==> config.mk <==
export PLATFORM = sky130hd
export DESIGN_NAME = control_unit
export DESIGN_NICKNAME = d
export VERILOG_FILES = /design/src/rtl/computer_pkg.sv /design/src/rtl/cu_branch_eval.sv /design/src/rtl/control_unit.sv
export SDC_FILE = /design/constraint.sdc
export NUM_CORES = 1
export LEC_CHECK = 0
export BUFFER_PORTS_ARGS = -buffer_cell sky130_fd_sc_hd__buf_2
export CAP_MARGIN = 30
export CELL_PAD_IN_SITES_DETAIL_PLACEMENT = 2
export CELL_PAD_IN_SITES_GLOBAL_PLACEMENT = 2
export CORE_AREA = 2 2 64 66
export DETAILED_ROUTE_END_ITERATION = 8
export DIE_AREA = 0 0 66 68
export GPL_ROUTABILITY_DRIVEN = 0
export PLACE_DENSITY = 0.87
export SLEW_MARGIN = 20
export SYNTH_ARGS = -nofsm -noshare
export SYNTH_HDL_FRONTEND = slang
export SYNTH_SLANG_ARGS = --single-unit
==> constraint.sdc <==
create_clock -name clk -period 2.2 [get_ports clk]
set_clock_uncertainty 0.15 [all_clocks]
set_input_delay 0.44 -clock clk [delete_from_list [all_inputs] [get_ports clk]]
set_output_delay 0.44 -clock clk [all_outputs]
set_load 0.01 [all_outputs]
==> src/rtl/computer_pkg.sv <==
// -----------------------------------------------------------------------------
// computer_pkg
//   Shared definitions for the 8-bit computer control path:
//   - opcode values
//   - FSM state encoding
//   - ALU_Sel, Bus1_Sel and Bus2_Sel codes
//   - CCR flag bit positions
//   - small helpers that decode which register / ALU op an opcode targets
// -----------------------------------------------------------------------------
package computer_pkg;

  // Loads and stores
  localparam logic [7:0] OP_LDA_IMM = 8'h86;
  localparam logic [7:0] OP_LDA_DIR = 8'h87;
  localparam logic [7:0] OP_LDB_IMM = 8'h88;
  localparam logic [7:0] OP_LDB_DIR = 8'h89;
  localparam logic [7:0] OP_STA_DIR = 8'h96;
  localparam logic [7:0] OP_STB_DIR = 8'h97;

  // Two-operand ALU ops (result to A)
  localparam logic [7:0] OP_ADD_AB  = 8'h42;
  localparam logic [7:0] OP_SUB_AB  = 8'h43;
  localparam logic [7:0] OP_AND_AB  = 8'h44;
  localparam logic [7:0] OP_OR_AB   = 8'h45;

  // Single-register increment / decrement
  localparam logic [7:0] OP_INCA    = 8'h46;
  localparam logic [7:0] OP_INCB    = 8'h47;
  localparam logic [7:0] OP_DECA    = 8'h48;
  localparam logic [7:0] OP_DECB    = 8'h49;

  // Branches
  localparam logic [7:0] OP_BRA     = 8'h20;
  localparam logic [7:0] OP_BMI     = 8'h21;
  localparam logic [7:0] OP_BPL     = 8'h22;
  localparam logic [7:0] OP_BEQ     = 8'h23;
  localparam logic [7:0] OP_BNE     = 8'h24;
  localparam logic [7:0] OP_BVS     = 8'h25;
  localparam logic [7:0] OP_BVC     = 8'h26;
  localparam logic [7:0] OP_BCS     = 8'h27;
  localparam logic [7:0] OP_BCC     = 8'h28;

  // ALU_Sel codes
  localparam logic [2:0] ALU_ADD = 3'd0;
  localparam logic [2:0] ALU_SUB = 3'd1;
  localparam logic [2:0] ALU_AND = 3'd2;
  localparam logic [2:0] ALU_OR  = 3'd3;
  localparam logic [2:0] ALU_INC = 3'd4;
  localparam logic [2:0] ALU_DEC = 3'd5;

  // Bus1_Sel codes
  localparam logic [1:0] BUS1_PC = 2'd0;
  localparam logic [1:0] BUS1_A  = 2'd1;
  localparam logic [1:0] BUS1_B  = 2'd2;

  // Bus2_Sel codes
  localparam logic [1:0] BUS2_ALU  = 2'd0;
  localparam logic [1:0] BUS2_BUS1 = 2'd1;
  localparam logic [1:0] BUS2_MEM  = 2'd2;

  // CCR_Result = {N,Z,V,C}
  localparam int CCR_N = 3;
  localparam int CCR_Z = 2;
  localparam int CCR_V = 1;
  localparam int CCR_C = 0;

  // FSM states. OP4/OP5 fetch the operand byte address for every
  // memory-operand instruction; the branch-taken path keeps its own
  // states because its decision is made in D3, not in OP5.
  typedef enum logic [4:0] {
    S_F0   = 5'd0,
    S_F1   = 5'd1,
    S_F2   = 5'd2,
    S_D3   = 5'd3,
    S_OP4  = 5'd4,
    S_OP5  = 5'd5,
    S_LDI6 = 5'd6,
    S_LDD6 = 5'd7,
    S_LDD7 = 5'd8,
    S_LDD8 = 5'd9,
    S_STD6 = 5'd10,
    S_STD7 = 5'd11,
    S_ALU4 = 5'd12,
    S_IND4 = 5'd13,
    S_BRT4 = 5'd14,
    S_BRT5 = 5'd15,
    S_BRT6 = 5'd16,
    S_BRN4 = 5'd17,
    S_HALT = 5'd18
  } state_t;

  // True when the opcode's register operand is B rather than A.
  function automatic logic uses_reg_b(input logic [7:0] ir);
    logic b_s;
    case (ir)
      OP_LDB_IMM, OP_LDB_DIR, OP_STB_DIR, OP_INCB, OP_DECB: b_s = 1'b1;
      default:                                              b_s = 1'b0;
    endcase
    return b_s;
  endfunction

  // ALU operation implied by an ALU-class opcode.
  function automatic logic [2:0] alu_sel_for(input logic [7:0] ir);
    logic [2:0] sel_s;
    case (ir)
      OP_ADD_AB:        sel_s = ALU_ADD;
      OP_SUB_AB:        sel_s = ALU_SUB;
      OP_AND_AB:        sel_s = ALU_AND;
      OP_OR_AB:         sel_s = ALU_OR;
      OP_INCA, OP_INCB: sel_s = ALU_INC;
      OP_DECA, OP_DECB: sel_s = ALU_DEC;
      default:          sel_s = ALU_ADD;
    endcase
    return sel_s;
  endfunction

endpackage

==> src/rtl/cu_branch_eval.sv <==
// -----------------------------------------------------------------------------
// cu_branch_eval
//   Combinational branch classifier.
//   Ports:
//     IR         in  8  opcode
//     CCR_Result in  4  flags {N,Z,V,C}
//     is_branch  out 1  opcode is one of the branch instructions
//     taken      out 1  branch condition holds (0 for non-branches)
// -----------------------------------------------------------------------------
module cu_branch_eval
  import computer_pkg::*;
(
  input  logic [7:0] IR,
  input  logic [3:0] CCR_Result,
  output logic       is_branch,
  output logic       taken
);

  // Decode the branch opcode and evaluate its flag condition.
  always_comb begin
    is_branch = 1'b1;
    taken     = 1'b0;
    case (IR)
      OP_BRA:  taken =  1'b1;
      OP_BMI:  taken =  CCR_Result[CCR_N];
      OP_BPL:  taken = ~CCR_Result[CCR_N];
      OP_BEQ:  taken =  CCR_Result[CCR_Z];
      OP_BNE:  taken = ~CCR_Result[CCR_Z];
      OP_BVS:  taken =  CCR_Result[CCR_V];
      OP_BVC:  taken = ~CCR_Result[CCR_V];
      OP_BCS:  taken =  CCR_Result[CCR_C];
      OP_BCC:  taken = ~CCR_Result[CCR_C];
      default: begin
        is_branch = 1'b0;
        taken     = 1'b0;
      end
    endcase
  end

endmodule

==> src/rtl/control_unit.sv <==
// -----------------------------------------------------------------------------
// control_unit
//   Moore FSM that sequences the 8-bit computer datapath: fetch, decode and
//   one control word per execute state until the instruction retires.
//   Optional build macro: CU_ILLEGAL_TRAP_EN
//     defined   -> unknown opcode traps into HALT until reset; adds 'halted'
//     undefined -> unknown opcode behaves as a 1-byte NOP
//   Ports:
//     clk, reset (sync, active-high)
//     IR[7:0], CCR_Result[3:0] {N,Z,V,C}
//     IR_Load, MAR_Load, PC_Load, PC_Inc, A_Load, B_Load, CCR_Load, write
//     ALU_Sel[2:0], Bus1_Sel[1:0], Bus2_Sel[1:0]
//     halted (only with CU_ILLEGAL_TRAP_EN)
// -----------------------------------------------------------------------------
module control_unit
  import computer_pkg::*;
(
  input  logic       clk,
  input  logic       reset,
  input  logic [7:0] IR,
  input  logic [3:0] CCR_Result,
  output logic       IR_Load,
  output logic       MAR_Load,
  output logic       PC_Load,
  output logic       PC_Inc,
  output logic       A_Load,
  output logic       B_Load,
  output logic [2:0] ALU_Sel,
  output logic       CCR_Load,
  output logic [1:0] Bus1_Sel,
  output logic [1:0] Bus2_Sel,
  output logic       write
`ifdef CU_ILLEGAL_TRAP_EN
  ,
  output logic       halted
`endif
);

  state_t state_r;
  state_t next_state_s;
  logic   is_branch_s;
  logic   taken_s;

  cu_branch_eval u_branch_eval (
    .IR         (IR),
    .CCR_Result (CCR_Result),
    .is_branch  (is_branch_s),
    .taken      (taken_s)
  );

  // State register with synchronous reset to FETCH_0.
  always_ff @(posedge clk) begin
    if (reset) begin
      state_r <= S_F0;
    end else begin
      state_r <= next_state_s;
    end
  end

  // Next-state logic; the branch decision is taken only in D3.
  always_comb begin
    next_state_s = S_F0;
    case (state_r)
      S_F0: next_state_s = S_F1;
      S_F1: next_state_s = S_F2;
      S_F2: next_state_s = S_D3;
      S_D3: begin
        if (is_branch_s) begin
          next_state_s = taken_s ? S_BRT4 : S_BRN4;
        end else begin
          case (IR)
            OP_LDA_IMM, OP_LDB_IMM, OP_LDA_DIR, OP_LDB_DIR,
            OP_STA_DIR, OP_STB_DIR:                   next_state_s = S_OP4;
            OP_ADD_AB, OP_SUB_AB, OP_AND_AB, OP_OR_AB: next_state_s = S_ALU4;
            OP_INCA, OP_INCB, OP_DECA, OP_DECB:        next_state_s = S_IND4;
`ifdef CU_ILLEGAL_TRAP_EN
            default:                                   next_state_s = S_HALT;
`else
            default:                                   next_state_s = S_F0;
`endif
          endcase
        end
      end
      S_OP4: next_state_s = S_OP5;
      // Operand address is in hand; the opcode chooses the remaining path.
      S_OP5: begin
        case (IR)
          OP_LDA_IMM, OP_LDB_IMM: next_state_s = S_LDI6;
          OP_LDA_DIR, OP_LDB_DIR: next_state_s = S_LDD6;
          OP_STA_DIR, OP_STB_DIR: next_state_s = S_STD6;
          default:                next_state_s = S_F0;
        endcase
      end
      S_LDD6: next_state_s = S_LDD7;
      S_LDD7: next_state_s = S_LDD8;
      S_STD6: next_state_s = S_STD7;
      S_BRT4: next_state_s = S_BRT5;
      S_BRT5: next_state_s = S_BRT6;
`ifdef CU_ILLEGAL_TRAP_EN
      S_HALT: next_state_s = S_HALT;
`else
      S_HALT: next_state_s = S_F0;
`endif
      // LDI6, LDD8, STD7, ALU4, IND4, BRT6, BRN4 retire; illegal codes recover.
      default: next_state_s = S_F0;
    endcase
  end

  // Output decode: control word per state (IR only refines selects/targets).
  always_comb begin
    IR_Load  = 1'b0;
    MAR_Load = 1'b0;
    PC_Load  = 1'b0;
    PC_Inc   = 1'b0;
    A_Load   = 1'b0;
    B_Load   = 1'b0;
    ALU_Sel  = ALU_ADD;
    CCR_Load = 1'b0;
    Bus1_Sel = BUS1_PC;
    Bus2_Sel = BUS2_ALU;
    write    = 1'b0;
    case (state_r)
      S_F0, S_OP4, S_BRT4: begin
        MAR_Load = 1'b1;
        Bus1_Sel = BUS1_PC;
        Bus2_Sel = BUS2_BUS1;
      end
      S_F1, S_OP5, S_BRN4: begin
        PC_Inc = 1'b1;
      end
      S_F2: begin
        IR_Load  = 1'b1;
        Bus2_Sel = BUS2_MEM;
      end
      S_LDD6, S_STD6: begin
        MAR_Load = 1'b1;
        Bus2_Sel = BUS2_MEM;
      end
      S_LDI6, S_LDD8: begin
        Bus2_Sel = BUS2_MEM;
        A_Load   = ~uses_reg_b(IR);
        B_Load   =  uses_reg_b(IR);
      end
      S_STD7: begin
        Bus1_Sel = uses_reg_b(IR) ? BUS1_B : BUS1_A;
        write    = 1'b1;
      end
      S_ALU4: begin
        ALU_Sel  = alu_sel_for(IR);
        Bus1_Sel = BUS1_B;
        Bus2_Sel = BUS2_ALU;
        A_Load   = 1'b1;
        CCR_Load = 1'b1;
      end
      S_IND4: begin
        ALU_Sel  = alu_sel_for(IR);
        Bus1_Sel = uses_reg_b(IR) ? BUS1_B : BUS1_A;
        Bus2_Sel = BUS2_ALU;
        A_Load   = ~uses_reg_b(IR);
        B_Load   =  uses_reg_b(IR);
        CCR_Load = 1'b1;
      end
      S_BRT6: begin
        PC_Load  = 1'b1;
        Bus2_Sel = BUS2_MEM;
      end
      // D3, LDD7, BRT5, HALT and illegal encodings drive nothing.
      default: begin
        IR_Load = 1'b0;
      end
    endcase
  end

`ifdef CU_ILLEGAL_TRAP_EN
  assign halted = (state_r == S_HALT);
`endif

endmodule

Word-level counts from Yosys, hierarchy flattened
Index checks and enable logic that the tools add are counted.
- bits in registers: 5
- word-level logic and storage cells: 90
- muxes and demuxes: 25
- reduce and logical (&&, ||, !) cells: 18
- equal/unequal tests: 40
- bitwise logic cells: 6
- operator list (kind ; number):
    equality test 8 x 6 -> 1 bit (second input constant) ; 9
    equality test 8 x 7 -> 1 bit (second input constant) ; 8
    case mux 5 bit (11 select lines) ; 1
    equality test 8 bit (second input constant) ; 6
    equality test 5 x 4 -> 1 bit (second input constant) ; 8
    case mux 4 bit (3 select lines) ; 2
    equality test 5 x 3 -> 1 bit (second input constant) ; 4
    case mux 3 bit (5 select lines) ; 1
    OR reduction 2 bit ; 7
    2-to-1 mux 1 bit ; 12
    OR reduction 6 bit ; 2
    equality test 5 x 2 -> 1 bit (second input constant) ; 2
    equality test 5 bit (second input constant) ; 2
    2-to-1 mux 5 bit ; 2
    OR reduction 5 bit ; 2
    case mux 1 bit (9 select lines) ; 1
    OR reduction 3 bit ; 3
    OR reduction 9 bit ; 1
    OR reduction 4 bit ; 2
    inverter 1 bit ; 6
    case mux 2 bit (3 select lines) ; 1
    equality test 5 x 1 -> 1 bit (second input constant) ; 1
    logical NOT 5 bit ; 1
    2-to-1 mux 2 bit ; 2
    3 further kinds ; 3

Longest topological paths before layout
- depth after elaboration: 6
- gate-level depth with buffers: 6
- gate-level depth less buffers: 5

Modules after synthesis
Synthesis repeated with hierarchy kept, for this count alone.
- cell total of the unflattened synthesis: 125
- area total of the unflattened synthesis: 885.8 µm²
- by module, submodules not included (module ; seq. area each (µm²) ; area an instance (µm²) ; cells an instance ; times used):
    control_unit ; 100.1 ; 777.0 ; 109 ; 1
    cu_branch_eval ; 0.0 ; 108.9 ; 16 ; 1

Least setup slack after synthesis
No wires, ideal clock.
- path type: input port to output port
- start: input IR[5]
- end: output ALU_Sel[1]
- cell stages on the path: 3
- arrival: 1664 ps
- path slack: -54 ps
- buffers on the path: 0
- path through: nor4b_1 > nand2_1 > nor4b_1
- word-level cells in the longest chain between the ends: 4
- ends and longest elaborated chain (item ; line ; RTL):
    from (decl) ; control_unit.sv:20 ; input logic [7:0] IR,
    equality test 8 x 7 -> 1 bit ; computer_pkg.sv:105 ; case (ir)
    OR reduction 2 bit ; computer_pkg.sv:105 ;
    case mux 3 bit (5 select lines) (*) ; computer_pkg.sv:105 ;
    2-to-1 mux 3 bit (*) ; n/a ;
    to (decl) ; control_unit.sv:28 ; output logic [2:0] ALU_Sel,
Mark *: on every way between the ends. The rest lies on a longest branch, timed or not.

Final worst setup path
- start: input IR[5]
- end: output B_Load
- word-level cells in the longest chain between the ends: 4
- ends and longest elaborated chain (item ; line ; RTL):
    equality test 8 bit / equality test 8 x 7 -> 1 bit (equally long branches) ; computer_pkg.sv:95 ; case (ir)
    OR reduction 5 bit (*) ; computer_pkg.sv:95 ;
    2-to-1 mux 1 bit (*) ; computer_pkg.sv:95 ;
    2-to-1 mux 1 bit (*) ; n/a ;
    to (decl) ; control_unit.sv:27 ; output logic B_Load,
Marked as above.

==> impl_summary.txt <==
----------------------------------------------------
[Finish]
  Fraction of layout instances using a drive strength above 1 ... 39.8%
  Regs by FF count ... state_r (5)
  Final Core Density ... 35.9%
  Antenna diodes ... 0
  Syn-to-layout area delta ... 41.9%
  Register ranked first by flip-flop count ... state_r
  Max reg flops ... 5
  Filler cell count ... 467
  Number of nets in the layout ... 196
  Multi-input gate area in the final layout ... 842 µm²
  FF/Latch Area ... 101 µm²

[Clocking]
  Hold buffer count at CTS ... 0
  Clk slew on worst S/H paths ... 0.04 ns
  Inserted Clock Buffers ... 3
  Clock root cell ... sky130_fd_sc_hd__clkbuf_8
  Total clock sinks ... 5
  Max Root-Sink Buffers ... 2
  H-tree levels ... 1
  CTS tree ... done
  Insertion delay of the later-clocked pin in the worst-skew pair ... 0.22 ns

[Critical path]
  Beginning of the worst register-to-register path ... state_r[0]$_SDFF_PP0_
  Most common cell on crit path ... sky130_fd_sc_hd__buf_2
  Element type at the critical path end ... primary output
  Worst-path maximum fanout ... 4
  Worst reg2reg path depth ... 5
  Slowest cell delay on critical path ... 0.41 ns
  Worst path slowest cell ... sky130_fd_sc_hd__or3b_4
  Required @ worst endpoint ... 1.61 ns
  Arrival @ worst endpoint ... 1.56 ns
  Cells along the critical path ... buf_2 > or3b_4 > o22a_4 > nor3_1 > buf_2
  Slack of the worst reg-to-reg path ... 0.29 ns
  Startpoint type of the worst setup path ... primary input
  Endpoint of the lowest-slack register-to-register path ... state_r[0]$_SDFF_PP0_
  Critical setup path kind ... in2out

[STA]
  Hold violation total from the final report ... 0
  Slew of the pin with the lowest slew margin ... 0.548 ns
  Setup repair after global routing missed its margin ... no
  Minimum clock period ... 2.15 ns
  Final-report setup violation count ... 0
  Final period util ... 97.8%
  Relative slew slack ... 63.4%
  Post-Route Setup TNS ... 0 ns
  Min Hold Slack ... 0.405 ns
  Max Clk Rate ... 465 MHz
  Number of slew-limit violations in the final report ... 0

[Run status]
  Result of the run ... finished, final reports clean

[Logic synthesis]
  Number of standard cells after synthesis ... 140
  Cell accounting for the most synthesized area ... sky130_fd_sc_hd__dfxtp_1
  Share of synthesized area occupied by flip-flops and latches ... 10.3%
  Synthesized Nets ... 154
  Most common flop cell mapped by yosys ... sky130_fd_sc_hd__dfxtp_1
  Top post-synthesis cells by area ... sky130_fd_sc_hd__dfxtp_1, sky130_fd_sc_hd__clkbuf_8, sky130_fd_sc_hd__nor2_1
  Count of state elements after synthesis ... 5
  Leading cell types by count after synthesis ... sky130_fd_sc_hd__nor2_1, sky130_fd_sc_hd__nand2_1, sky130_fd_sc_hd__a21oi_1
  Async set-reset flop share out of synthesis ... 0%
  Number of distinct library cells after synthesis ... 48
  Synth warn ... 0
  Cell Area, Synth ... 976 µm²
  Count leader, synth ... sky130_fd_sc_hd__nor2_1
  Share of the synthesized area in the top cell type ... 10.3%
  Synthesized area per cell ... 6.97 µm²
  Number of enable-type register cells in the synthesized netlist ... 0

[Route]
  Number of design rule violations left after detail routing ... 0
  Total Wirelength ... 3780 µm
  Wirelength per Cell ... 16.3 µm
  Antenna violation net count after detailed routing ... 0
  Vias post-DR ... 1208
  Initial DRT Pass Iterations ... 4
  Iter 0 DRT Violations ... 20
  Routed vias/inst ... 5.23

[Pwr]
  Leakage power figure ... 0.543 nW
  P per Cell Area ... 318 nW/µm²
  Worst ir drop on vdd ... 0.139 mV

[Floorplanning]
  Top Ports ... 29
  Chip width ... 66 µm
  Total number of placement rows ... 23
  Core Area ... 3860 µm²
  Y dimension of the die ... 68 µm
  Starting Density ... 25.3%
  Die footprint ... 4490 µm²

[GRT]
  Via count of the first global-routing pass ... 1231
  Grt total ovfl ... 0
  Total GRT Usage ... 17.3%
  Pin count of the biggest net entering global routing ... 19
  Number of antenna violations at the first check in global routing ... 0
  Global-route wire length before repair ... 6070 µm

[Job]
  Max-cap viol count ... 0

[Worst hold path]
  Startpoint of the most critical hold path ... reset
  Worst min-delay path category ... in2reg
  Depth of the worst hold-timing path ... 4
  Hold-critical path endpoint ... state_r[2]$_SDFF_PP0_

[Placed design]
  Final HPWL DP ... 2940 µm
  Number of buffers inserted by port buffering ... 28

----------------------------------------------------
what timing repair did:
item                                    in CTS  in global routing
pin swaps                                    6                  3
resized for setup                           16                  7
setup buffers                                1                  0
endpoints found under the setup margin       4                  5
worst max path at each step:
stage                           from          end  slack, ns
6_report                       IR[5]       B_Load       0.05
2_1_floorplan  state_r[4]$_SDFF_PP0_   ALU_Sel[1]       0.08
5_1_grt        state_r[3]$_SDFF_PP0_       A_Load       0.01
3_3_place_gp                   IR[1]  Bus1_Sel[1]      -0.02
4_1_cts                        IR[4]       A_Load      0.006
3_5_place_dp                   IR[1]  Bus1_Sel[1]      -0.11
layout by cell type, fill, tap and decap left out, types with 4 or more instances in the layout:
master                      n
sky130_fd_sc_hd__o21ai_0    9
sky130_fd_sc_hd__a21oi_1   10
sky130_fd_sc_hd__nand2b_1   7
sky130_fd_sc_hd__buf_2     24
sky130_fd_sc_hd__nor2_1    14
sky130_fd_sc_hd__buf_6      5
sky130_fd_sc_hd__dfxtp_1    4
sky130_fd_sc_hd__nand2_1   14
sky130_fd_sc_hd__inv_1      4
sky130_fd_sc_hd__nor3_1     5
sky130_fd_sc_hd__buf_4     19
report_power, final:
group	leakage [nW]	total, mW	switching (mW)	internal [mW]
logic	0.480	0.168	0.0906	0.0777
registers	0.0410	0.101	0.00561	0.0949
clock network	0.0228	0.171	0.0464	0.125
critical path, delay by kind of cell:
kind	cells	cell delay (ns)
simple gates	2	0.57
buf+inv	2	0.28
compound gates	1	0.28
logic make-up (layout without fill, tap and decap cells):
family	count (synthesis)	count (layout)	synth area share [%]
flip-flops	5	5	10.3
multiplexers	4	4	4.49
XOR/XNOR	4	4	3.59
AO/OA/AOI/OAI	43	43	28.8
buffers and inverters	15	56	11.9
AND/OR/NAND/NOR	69	69	40.9
layout make-up:
cell class                      count  area share [%]
Multi-Input combinational cell    120            60.8
Timing Repair Buffer               48            23.0
Sequential cell                     5            7.32
Tap cell                           50            4.52
Clock buffer                        4            3.25
Inverter                            4            1.08
stage by stage:
step / power, mW / cell area [µm²] / instances / setup slack, ns
finish: 0.440 / 1390 / 231 / 0.0482
global route: 0.466 / 1390 / 231 / 0.0126
CTS: 0.442 / 1360 / 231 / 0.00600
detailed placement: 0.252 / 1240 / 227 / -0.107
global placement: 0.245 / 1240 / 227 / -0.0219
floorplan: 0.190 / 988 / 140 / 0.0764
layer usage:
metal / wire length [µm] / part of all wire [%] / vias up / GRT usage, %
met2: 1840 / 49 / 18 / 30.8
li1: - / - / 604 / -
met3: 66 / 1.7 / 6 / 1.32
met4: 39 / 1.0 / 0 / 4.08
met1: 1830 / 48 / 580 / 22.7
met5: 0 / 0 / - / 0
No activity file was read; power rests on OpenSTA's default activity.
